File: config.mk
export PLATFORM = sky130hd
export DESIGN_NAME = code_window_tx_flat
export DESIGN_NICKNAME = d
export VERILOG_FILES = /design/src/rtl/code_tx_pkg.sv /design/src/rtl/code_window_tx_if.sv /design/src/rtl/code_window_sreg.sv /design/src/rtl/code_window_tx.sv /design/src/flat_wrapper.sv
export SDC_FILE = /design/constraint.sdc
export NUM_CORES = 1
export LEC_CHECK = 0
export ABC_CLOCK_PERIOD_IN_PS = 3500
export BUFFER_PORTS_ARGS = -buffer_cell sky130_fd_sc_hd__buf_2
export CAP_MARGIN = 0
export CORE_UTILIZATION = 50
export CTS_BUF_LIST = sky130_fd_sc_hd__clkbuf_4 sky130_fd_sc_hd__clkbuf_8
export DETAILED_ROUTE_END_ITERATION = 10
export PLACE_DENSITY = 0.69
export SETUP_SLACK_MARGIN = 0.1
export SYNTH_ARGS = -nofsm -noshare
export SYNTH_HDL_FRONTEND = slang
export SYNTH_HIERARCHICAL = 1
export SYNTH_SLANG_ARGS = --single-unit
File: constraint.sdc
create_clock -name clk -period 3.5 [get_ports clk]
set_input_delay 0.175 -clock clk [delete_from_list [all_inputs] [get_ports clk]]
set_output_delay 0.175 -clock clk [all_outputs]
set_load 0.05 [all_outputs]
File: src/rtl/code_tx_pkg.sv
// Shared types and constants for the code window transmitter.
package code_tx_pkg;

    localparam int WIN_W = 3;
    localparam logic [12:0] BARKER13 = 13'b1111100110101;

    typedef enum logic [1:0] {
        IDLE,
        SEND,
        GAP,
        DONE
    } state_e;

endpackage

File: src/rtl/code_window_tx_if.sv
// Valid/ready window stream from the transmitter to the correlator.
interface code_window_tx_if;
    import code_tx_pkg::*;

    logic [WIN_W-1:0] window_out;
    logic             valid_out;
    logic             ready_in;

    modport master (
        output window_out,
        output valid_out,
        input  ready_in
    );

    modport slave (
        input  window_out,
        input  valid_out,
        output ready_in
    );

endinterface

File: src/rtl/code_window_sreg.sv
// Loadable left shift register holding the code; exposes its top window.
module code_window_sreg
    import code_tx_pkg::*;
#(
    parameter int                  CODE_LEN = 13,
    parameter logic [CODE_LEN-1:0] CODE     = BARKER13
) (
    input  logic             clk,
    input  logic             rst,
    input  logic             load_i,
    input  logic             inv_i,
    input  logic             shift_i,
    output logic [WIN_W-1:0] top_o
);

    logic [CODE_LEN-1:0] sreg_q;
    logic [CODE_LEN-1:0] sreg_d;

    always_comb begin
        sreg_d = sreg_q;
        if (load_i) begin
            sreg_d = inv_i ? ~CODE : CODE;
        end else if (shift_i) begin
            sreg_d = {sreg_q[CODE_LEN-2:0], 1'b0};
        end
    end

    always_ff @(posedge clk) begin
        if (rst) begin
            sreg_q <= '0;
        end else begin
            sreg_q <= sreg_d;
        end
    end

    assign top_o = sreg_q[CODE_LEN-1 -: WIN_W];

endmodule

File: src/rtl/code_window_tx.sv
// Code window transmitter: bursts of sliding 3-bit code windows.
// Option: CODE_TX_ALT_POLARITY_EN inverts every odd-indexed burst.
module code_window_tx
    import code_tx_pkg::*;
#(
    parameter int                  CODE_LEN   = 13,
    parameter logic [CODE_LEN-1:0] CODE       = BARKER13,
    parameter int                  GAP_CYCLES = 4
) (
    input  logic              clk,
    input  logic              rst,
    input  logic              start,
    input  logic [7:0]        burst_len,
    code_window_tx_if.master  tx,
    output logic              busy,
    output logic              done
);

    localparam int WCW = $clog2(CODE_LEN);
    localparam int GCW = (GAP_CYCLES > 0) ? $clog2(GAP_CYCLES + 1) : 1;
    localparam logic [WCW-1:0] LAST_WIN = WCW'(CODE_LEN - 3);
    localparam logic [GCW-1:0] GAP_LAST = GCW'(GAP_CYCLES - 1);

    state_e         state_q, state_d;
    logic [WCW-1:0] win_q, win_d;
    logic [7:0]     burst_q, burst_d;
    logic [GCW-1:0] gap_q, gap_d;
    logic           load, load_inv, shift;
    logic [WIN_W-1:0] top;
    logic           pol_q, pol_d;

    code_window_sreg #(
        .CODE_LEN (CODE_LEN),
        .CODE     (CODE)
    ) u_sreg (
        .clk     (clk),
        .rst     (rst),
        .load_i  (load),
        .inv_i   (load_inv),
        .shift_i (shift),
        .top_o   (top)
    );

    always_ff @(posedge clk) begin
        if (rst) begin
            state_q <= IDLE;
            win_q   <= '0;
            burst_q <= '0;
            gap_q   <= '0;
            pol_q   <= 1'b0;
        end else begin
            state_q <= state_d;
            win_q   <= win_d;
            burst_q <= burst_d;
            gap_q   <= gap_d;
            pol_q   <= pol_d;
        end
    end

    always_comb begin
        state_d  = state_q;
        win_d    = win_q;
        burst_d  = burst_q;
        gap_d    = gap_q;
        pol_d    = pol_q;
        load     = 1'b0;
        load_inv = 1'b0;
        shift    = 1'b0;
        unique case (state_q)
            IDLE: begin
                if (start && burst_len == 8'd0) begin
                    state_d = DONE;
                end else if (start) begin
                    state_d = SEND;
                    burst_d = burst_len;
                    win_d   = '0;
                    pol_d   = 1'b0;
                    load    = 1'b1;
                end
            end
            SEND: begin
                if (tx.ready_in) begin
                    shift = 1'b1;
                    win_d = win_q + 1'b1;
                    if (win_q == LAST_WIN) begin
                        win_d   = '0;
                        burst_d = burst_q - 8'd1;
`ifdef CODE_TX_ALT_POLARITY_EN
                        pol_d   = ~pol_q;
`endif
                        if (burst_q == 8'd1) begin
                            state_d = DONE;
                        end else if (GAP_CYCLES > 0) begin
                            state_d = GAP;
                            gap_d   = '0;
                        end else begin
                            // back-to-back bursts: reload instead of shifting
                            load     = 1'b1;
                            load_inv = pol_d;
                        end
                    end
                end
            end
            GAP: begin
                if (gap_q == GAP_LAST) begin
                    state_d  = SEND;
                    gap_d    = '0;
                    load     = 1'b1;
                    load_inv = pol_q;
                end else begin
                    gap_d = gap_q + 1'b1;
                end
            end
            DONE: begin
                state_d = IDLE;
            end
            default: begin
                state_d = IDLE;
            end
        endcase
    end

    always_comb begin
        tx.valid_out  = (state_q == SEND);
        tx.window_out = tx.valid_out ? top : '0;
        busy          = (state_q == SEND) || (state_q == GAP);
        done          = (state_q == DONE);
    end

endmodule

File: src/flat_wrapper.sv
// flat-port wrapper written by rule: the top's interface ports become plain ports
module code_window_tx_flat import code_tx_pkg::*;
#(
    parameter int                  CODE_LEN   = 13,
    parameter logic [CODE_LEN-1:0] CODE       = BARKER13,
    parameter int                  GAP_CYCLES = 4
)
  (clk, rst, start, burst_len, busy, done, tx_window_out, tx_valid_out, tx_ready_in);
  code_window_tx_if tx_i ();
  input  logic clk;
  input  logic rst;
  input  logic start;
  input  logic [7:0] burst_len;
  output logic busy;
  output logic done;
  output wire logic [$bits(tx_i.window_out)-1:0] tx_window_out;
  output wire logic [$bits(tx_i.valid_out)-1:0] tx_valid_out;
  input wire logic [$bits(tx_i.ready_in)-1:0] tx_ready_in;
  assign tx_window_out = tx_i.window_out;
  assign tx_valid_out = tx_i.valid_out;
  assign tx_i.ready_in = tx_ready_in;
  code_window_tx #(.CODE_LEN(CODE_LEN), .CODE(CODE), .GAP_CYCLES(GAP_CYCLES)) u_core (.clk(clk), .rst(rst), .start(start), .burst_len(burst_len), .tx(tx_i), .busy(busy), .done(done));
endmodule
==> impl_metrics.py, run 1 <==
metrics = {
    "placement": {
        "gp_congestion": 0.8431,
        "port_buffers": 17,
        "dpl_worst_slack_ns": 1.116,
        "hpwl_um": 2576,
        "postPlaceCellArea_um2": 1819,
    },
    "logic_synthesis": {
        "post_synth_instance_area_um2": 1750,
        "synthesis.area_per_instance_um2": 8.796,
        "synthesis.instances": 199,
        "post-synth-top-area-cell": "dfxtp_1",
        "netlist-cell-type-count": 47,
        "synth.top_cells.by_area": "dfxtp_1, mux2i_1, ha_1",
        "fraction_of_the_yosys_area_taken_by_sequential_cells_pct": 34.31,
        "post-synth-top-area-fraction_pct": 34.31,
        "synth-seq-cells": 30,
        "yosys_warnings": 6,
    },
    "worst_setup_path": {
        "worst_path_max_delay_cell": "dfxtp_1",
        "crit_fanout": 28,
        "path_cells": "inv_1 > ha_1 > buf_4 > nor2b_4 > a2111oi_2 > nand2_1 > a211o_1 > a21oi_1",
        "max_stage_delay_ns": 0.41,
        "critical_path.reg2reg.startpoint": "u_core/state_q[1]$_SDFFE_PP0P_",
        "ff2ff_path_depth": 8,
        "worstSetupPathType": "flop to flop",
        "r2r_slack_ns": 1.08,
        "cp_num_cells": 8,
        "critical_path_launch_point_type": "flop",
        "crit_buf_inv": 2,
        "crit_start": "u_core/state_q[1]$_SDFFE_PP0P_",
        "critical_path.endpoint": "u_core/burst_q[1]$_SDFFE_PP0P_",
        "crit_family": "compound AO/OA/AOI/OAI gates",
        "worstPathRequired_ns": 3.76,
        "critical_path_arrival_ns": 2.69,
        "worst_setup_path_end_kind": "flop",
        "worstReg2RegEnd": "u_core/burst_q[1]$_SDFFE_PP0P_",
    },
    "final_layout": {
        "antenna_cells_inserted": 0,
        "most_common_library_cell_in_the_layout_ignoring_fill_and_taps": "dfxtp_1",
        "flow.area_growth_from_synthesis_pct": 7.577,
        "mostFrequentLayoutCells": "dfxtp_1, a21oi_1, buf_2, nand2_1, mux2i_1",
        "finalInstanceArea_um2": 1883,
        "drive_gt1_share_pct": 14.95,
        "final_layout_net_count": 235,
    },
    "timing": {
        "unrepaired_setup_endpoints_after_global_routing": "no",
        "timing.max_slew.rel_slack_pct": 58.91,
        "tightestPinTransition_ns": 0.6107,
        "layout_skew_ns": 0.005301,
        "finalSetupTns_ns": 0,
        "final-max-slew-violation-count": 0,
        "report.final.setup_viol": 0,
        "final_min_period_over_clock_period_pct": 69.18,
        "setup_ws_ns": 1.079,
        "max_freq_mhz": 413.0,
        "timing_hold_violations_final": 0,
        "final_min_period_ns": 2.421,
    },
    "clock_network": {
        "max-clock-path-buffers": 2,
        "numClockSinks": 30,
        "clockRootBuffer": "clkbuf_4",
        "post_cts.repair.setup_buffers": 0,
        "cts_buffers": 5,
        "htree_levels": 2,
        "holdBufCountCts": 0,
        "tritoncts": "done",
        "cts_resized": 0,
        "worst_setup_hold_path_clk_slew_ns": 0.10,
        "clock_latency_ns": 0.33,
    },
    "floorplanning": {
        "die-area_um2": 3742,
        "placementRows": 21,
        "floorplan.die.height_um": 61.17,
        "placeableCoreArea_um2": 3337,
        "die_w_um": 61.17,
        "start_util_pct": 52.46,
        "io-pin-count": 18,
    },
    "drt": {
        "routed-via-count": 1489,
        "detail_route.wl_per_cell_um": 13.63,
        "first_pass_iters": 4,
        "ant_nets": 0,
        "viasPerCell": 5.727,
        "initialDrtViolationCount": 90,
        "route.final.wire_length_um": 3544,
        "drc_errors": 0,
    },
    "power": {
        "vdd.ir_drop.worst_uv": 468.9,
        "post-layout-total-power_mw": 1.600,
        "power-per-cell-area_nw_per_um2": 849.6,
        "leakage_nw": 0.7585,
    },
    "grt": {
        "first_global_vias": 1310,
        "maximum_number_of_pins_on_one_net_before_global_route_repair": 29,
        "globalRouteTotalUtil_pct": 20.93,
        "globalRoute.totalOverflow": 0,
        "grt_antenna_before_repair": 0,
        "grt_pass1_wl_um": 5733,
    },
    "job": {
        "maxCapViolations": 0,
    },
    "hold_path": {
        "hold_path_class": "input pin to flop",
    },
    "run_status": {
        "run_status": "complete, no violations",
    },
}
[flip-flops by register name, indices dropped and copies added, names as in the netlist]
signal	count
u_core/burst_q	8
u_core/gap_q	3
u_core/state_q	2
u_core/u_sreg/sreg_q	13
u_core/win_q	4
[per-layer routing]
| layer | track usage [%] | vias to the layer above | wire length [µm] |
|---|---|---|---|
| li1 | - | 746 | - |
| met1 | 26.68 | 697 | 1610 |
| met2 | 32.92 | 42 | 1688 |
| met3 | 6.303 | 4 | 204 |
| met4 | 8.766 | 0 | 40 |
| met5 | 0 | - | 0 |
[stage by stage]
step / cells / hold WS [ns] / util [%]
final: 260 / 0.2093 / 56.43
after global routing: 260 / 0.2185 / 56.43
after floorplan: 200 / 0.2396 / -
after CTS: 260 / 0.1988 / 56.43
after detailed placement: 252 / 0.4491 / 54.52
after global placement: 252 / 0.4384 / 54.52
[report_power, final]
group          internal [mW]  total, mW  switching, mW  leakage (nW)
clock                 0.0964      0.221          0.125        0.0343
combinational          0.334      0.863          0.529         0.478
sequential             0.440      0.515         0.0758         0.246
total                  0.870       1.60          0.730         0.758
[worst reg2reg max path, stage by stage (launching register included)]
cell and delay (ns):
dfxtp_1 0.41, inv_1 0.10, ha_1 0.21, buf_4 0.23, nor2b_4 0.16, a2111oi_2 0.39, nand2_1 0.36, a211o_1 0.36
a21oi_1 0.12
[final cells by class]
type,instances,area (µm²)
timing repair buffer,19,100.1
tap,46,57.56
inverter,9,33.78
sequential,30,600.6
fill,336,1454
clock buffer,6,51.30
multi-input combinational,148,1027
clock inverter,2,12.51
[cells by family (layout without fill, tap and decap cells)]
| group | count (synthesis) | in the layout | synth area share, % |
|---|---|---|---|
| mux | 13 | 13 | 7.434 |
| fa+ha+maj | 10 | 10 | 7.148 |
| compound gates | 54 | 54 | 21.37 |
| xor+xnor | 2 | 2 | 1.001 |
| simple gates | 67 | 67 | 21.30 |
| buf+inv | 22 | 36 | 7.219 |
| flops | 30 | 30 | 34.31 |
| other cells | 1 | 2 | 0.2142 |
[cell usage after synthesis, drive strengths merged]
| cell type | instances |
|---|---|
| and4b | 1 |
| a211oi | 5 |
| or3 | 4 |
| a22oi | 1 |
| nor3 | 2 |
| ha | 10 |
| buf | 8 |
| nor3b | 1 |
| clkinv | 1 |
| nor2b | 8 |
| nand3 | 4 |
| nor2 | 10 |
| o2111ai | 1 |
| nand2 | 17 |
| a31oi | 2 |
| a211o | 3 |
| mux2i | 13 |
| a32o | 2 |
| inv | 8 |
| conb | 1 |
| a21oi | 19 |
| nand4 | 2 |
| o32ai | 3 |
| o21ai | 5 |
| xor2 | 2 |
| a2111oi | 1 |
| o22ai | 1 |
| o2bb2ai | 1 |
| or4 | 1 |
| and3 | 4 |
| nand2b | 1 |
| and2 | 5 |
| clkbuf | 5 |
| o21ba | 1 |
| o311a | 1 |
| dfxtp | 30 |
| a21boi | 8 |
| nand4b | 2 |
| nand3b | 2 |
| nor4 | 3 |
[worst min path at each step]
stage                                  from                                   end  slack (ns)  cells after the start
2_1_floorplan                           rst  u_core/u_sreg/sreg_q[7]$_SDFFE_PP0P_        0.24                      1
5_1_grt                        burst_len[4]        u_core/burst_q[4]$_SDFFE_PP0P_        0.22                      3
6_report                       burst_len[4]        u_core/burst_q[4]$_SDFFE_PP0P_        0.21                      3
4_1_cts                        burst_len[4]        u_core/burst_q[4]$_SDFFE_PP0P_        0.20                      3
3_3_place_gp   u_core/gap_q[2]$_SDFFE_PP0P_          u_core/gap_q[2]$_SDFFE_PP0P_        0.44                      1
3_5_place_dp   u_core/gap_q[2]$_SDFFE_PP0P_          u_core/gap_q[2]$_SDFFE_PP0P_        0.45                      1
No activity file was read; power rests on OpenSTA's default activity.
==> inputs of run 2 (changes only) <==
Settings changed: ABC_CLOCK_PERIOD_IN_PS 3500 to 2080, PLACE_DENSITY 0.69 to 0.72.
Clock period 3.5 ns to 2.08 ns, I/O delays scaled along.
==> run 2 against run 1 <==
Against the previous run: count of clock-buffer cells in the layout unchanged; critical path type unchanged; power grew 90%; clock skew is 0.0092 ns higher.
==> impl_metrics.py, run 2 (synthesis results as in run 1) <==
metrics = {
    "timing": {
        "final_min_period_over_clock_period_pct": 93.99,
        "fin_worst_hold_slack_ns": 0.1328,
        "final_min_period_ns": 1.955,
        "final-max-slew-violation-count": 0,
        "layout_skew_ns": 0.01447,
        "finalSetupTns_ns": 0,
        "max_freq_mhz": 511.5,
        "timing_hold_violations_final": 0,
        "report.final.setup_viol": 0,
        "unrepaired_setup_endpoints_after_global_routing": "yes",
    },
    "worst_setup_path": {
        "critical_path_arrival_ns": 2.23,
        "ff2ff_path_depth": 7,
        "critical_path_launch_point_type": "flop",
        "worst_setup_path_end_kind": "flop",
        "worstPathRequired_ns": 2.35,
        "worstSetupPathType": "flop to flop",
        "crit_fanout": 8,
    },
    "run_status": {
        "run_status": "complete, no violations",
    },
    "drt": {
        "first_pass_iters": 4,
        "ant_nets": 0,
        "detail_route.wl_per_cell_um": 14.13,
        "drc_errors": 0,
        "initialDrtViolationCount": 95,
        "routed-via-count": 1533,
        "route.final.wire_length_um": 3858,
        "viasPerCell": 5.615,
    },
    "grt": {
        "grt_antenna_before_repair": 0,
        "globalRouteTotalUtil_pct": 23.23,
        "grt_pass1_wl_um": 6306,
        "globalRoute.totalOverflow": 0,
        "maximum_number_of_pins_on_one_net_before_global_route_repair": 24,
        "first_global_vias": 1405,
    },
    "placement": {
        "postPlaceCellArea_um2": 1879,
        "port_buffers": 17,
        "hpwl_um": 2790,
        "place.detailed.instances": 258,
        "gp_congestion": 0.8269,
    },
    "clock_network": {
        "clock_latency_ns": 0.33,
        "worst_setup_hold_path_clk_slew_ns": 0.10,
        "cts_buffers": 5,
        "htree_levels": 2,
        "tritoncts": "done",
        "clockRootBuffer": "clkbuf_4",
        "max-clock-path-buffers": 2,
        "numClockSinks": 30,
    },
    "power": {
        "sw_frac_of_total_pct": 43.62,
        "leakage_nw": 0.8391,
        "power.clock.fraction_pct": 12.3,
        "power-per-cell-area_nw_per_um2": 1476,
        "share_seq_of_total_power_pct": 28.7,
        "post-layout-total-power_mw": 3.043,
        "vdd.ir_drop.worst_uv": 729.6,
        "p_int_mw": 1.715,
        "power_frac_comb_pct": 59.0,
        "power.switching_mw": 1.327,
    },
    "final_layout": {
        "flip_flop_count_of_the_largest_register_after_layout": 13,
        "mostFrequentLayoutCells": "dfxtp_1, a21oi_1, buf_2",
        "reg.largest.list": "u_core/u_sreg/sreg_q x13, u_core/burst_q x8, u_core/win_q x4",
        "flow.area_growth_from_synthesis_pct": 17.73,
        "antenna_cells_inserted": 0,
        "most_common_library_cell_in_the_layout_ignoring_fill_and_taps": "dfxtp_1",
        "top_register": "u_core/u_sreg/sreg_q",
        "final_layout_net_count": 248,
        "finalInstanceArea_um2": 2061,
        "final_cells": 273,
        "drive_gt1_share_pct": 26.43,
    },
    "floorplanning": {
        "die-area_um2": 3742,
        "floorplan.die.height_um": 61.17,
        "placeableCoreArea_um2": 3337,
        "start_util_pct": 52.46,
        "placementRows": 21,
        "io-pin-count": 18,
        "die_w_um": 61.17,
    },
    "job": {
        "maxCapViolations": 0,
    },
    "hold_path": {
        "hold_path_class": "input pin to flop",
        "timing.hold.worst_path_depth": 3,
    },
}
[run 2: stage by stage]
step / setup WS (ns) / util [%]
after floorplan: 0.1477 / -
after global placement: 0.09753 / 56.32
after detailed placement: -0.02375 / 56.32
after CTS: 0.1081 / 59.43
after global routing: 0.08910 / 61.75
final: 0.1250 / 61.75
[run 2: final timing paths]
kind	from	end	slack, ns
worst max-delay path	u_core/state_q[0]$_SDFFE_PP0P_	u_core/win_q[3]$_SDFFE_PP0P_	0.12
worst min-delay path	burst_len[4]	u_core/burst_q[4]$_SDFFE_PP0P_	0.13
worst max register to register	u_core/state_q[0]$_SDFFE_PP0P_	u_core/win_q[3]$_SDFFE_PP0P_	0.12
worst min register to register	u_core/burst_q[7]$_SDFFE_PP0P_	u_core/burst_q[7]$_SDFFE_PP0P_	0.47
[run 2: power by group through the flow]
stage	registers (mW)	clock network, mW	logic [mW]
final	0.874	0.374	1.79
after global routing	0.901	0.416	1.99
after CTS	0.871	0.384	1.62
after detailed placement	0.888	0	1.55
after global placement	0.878	0	1.51
after floorplan	0.855	0	1.28
[run 2: layout make-up]
class / count / area (µm²)
clock buffer: 6 / 51.30
multi-input combinational: 148 / 1095
inverter: 9 / 37.54
sequential: 30 / 609.3
fill: 303 / 1276
clock inverter: 2 / 12.51
timing repair buffer: 32 / 197.7
tap: 46 / 57.56
[run 2: repair_timing]
item,CTS,global route
gates resized for setup,7,9
setup buffers,2,5
pin swaps,2,2
gates cloned,0,0
hold buffers,0,0
endpoints found under the setup margin,4,9
[run 2: critical path, cell delays in order (launching register included)]
cell      delay, ns
dfxtp_4        0.36
buf_4          0.14
ha_4           0.18
nor2b_4        0.14
or3_4          0.33
nand2b_4       0.17
or4_4          0.42
a21oi_2        0.14
[run 2: per-layer routing]
metal / vias to the layer above / track usage (%) / share of wire, %
met4: 0 / 7.792 / 1.5
li1: 774 / - / -
met1: 714 / 29.44 / 46
met5: - / 0 / 0
met3: 6 / 5.672 / 4.7
met2: 39 / 38.66 / 48
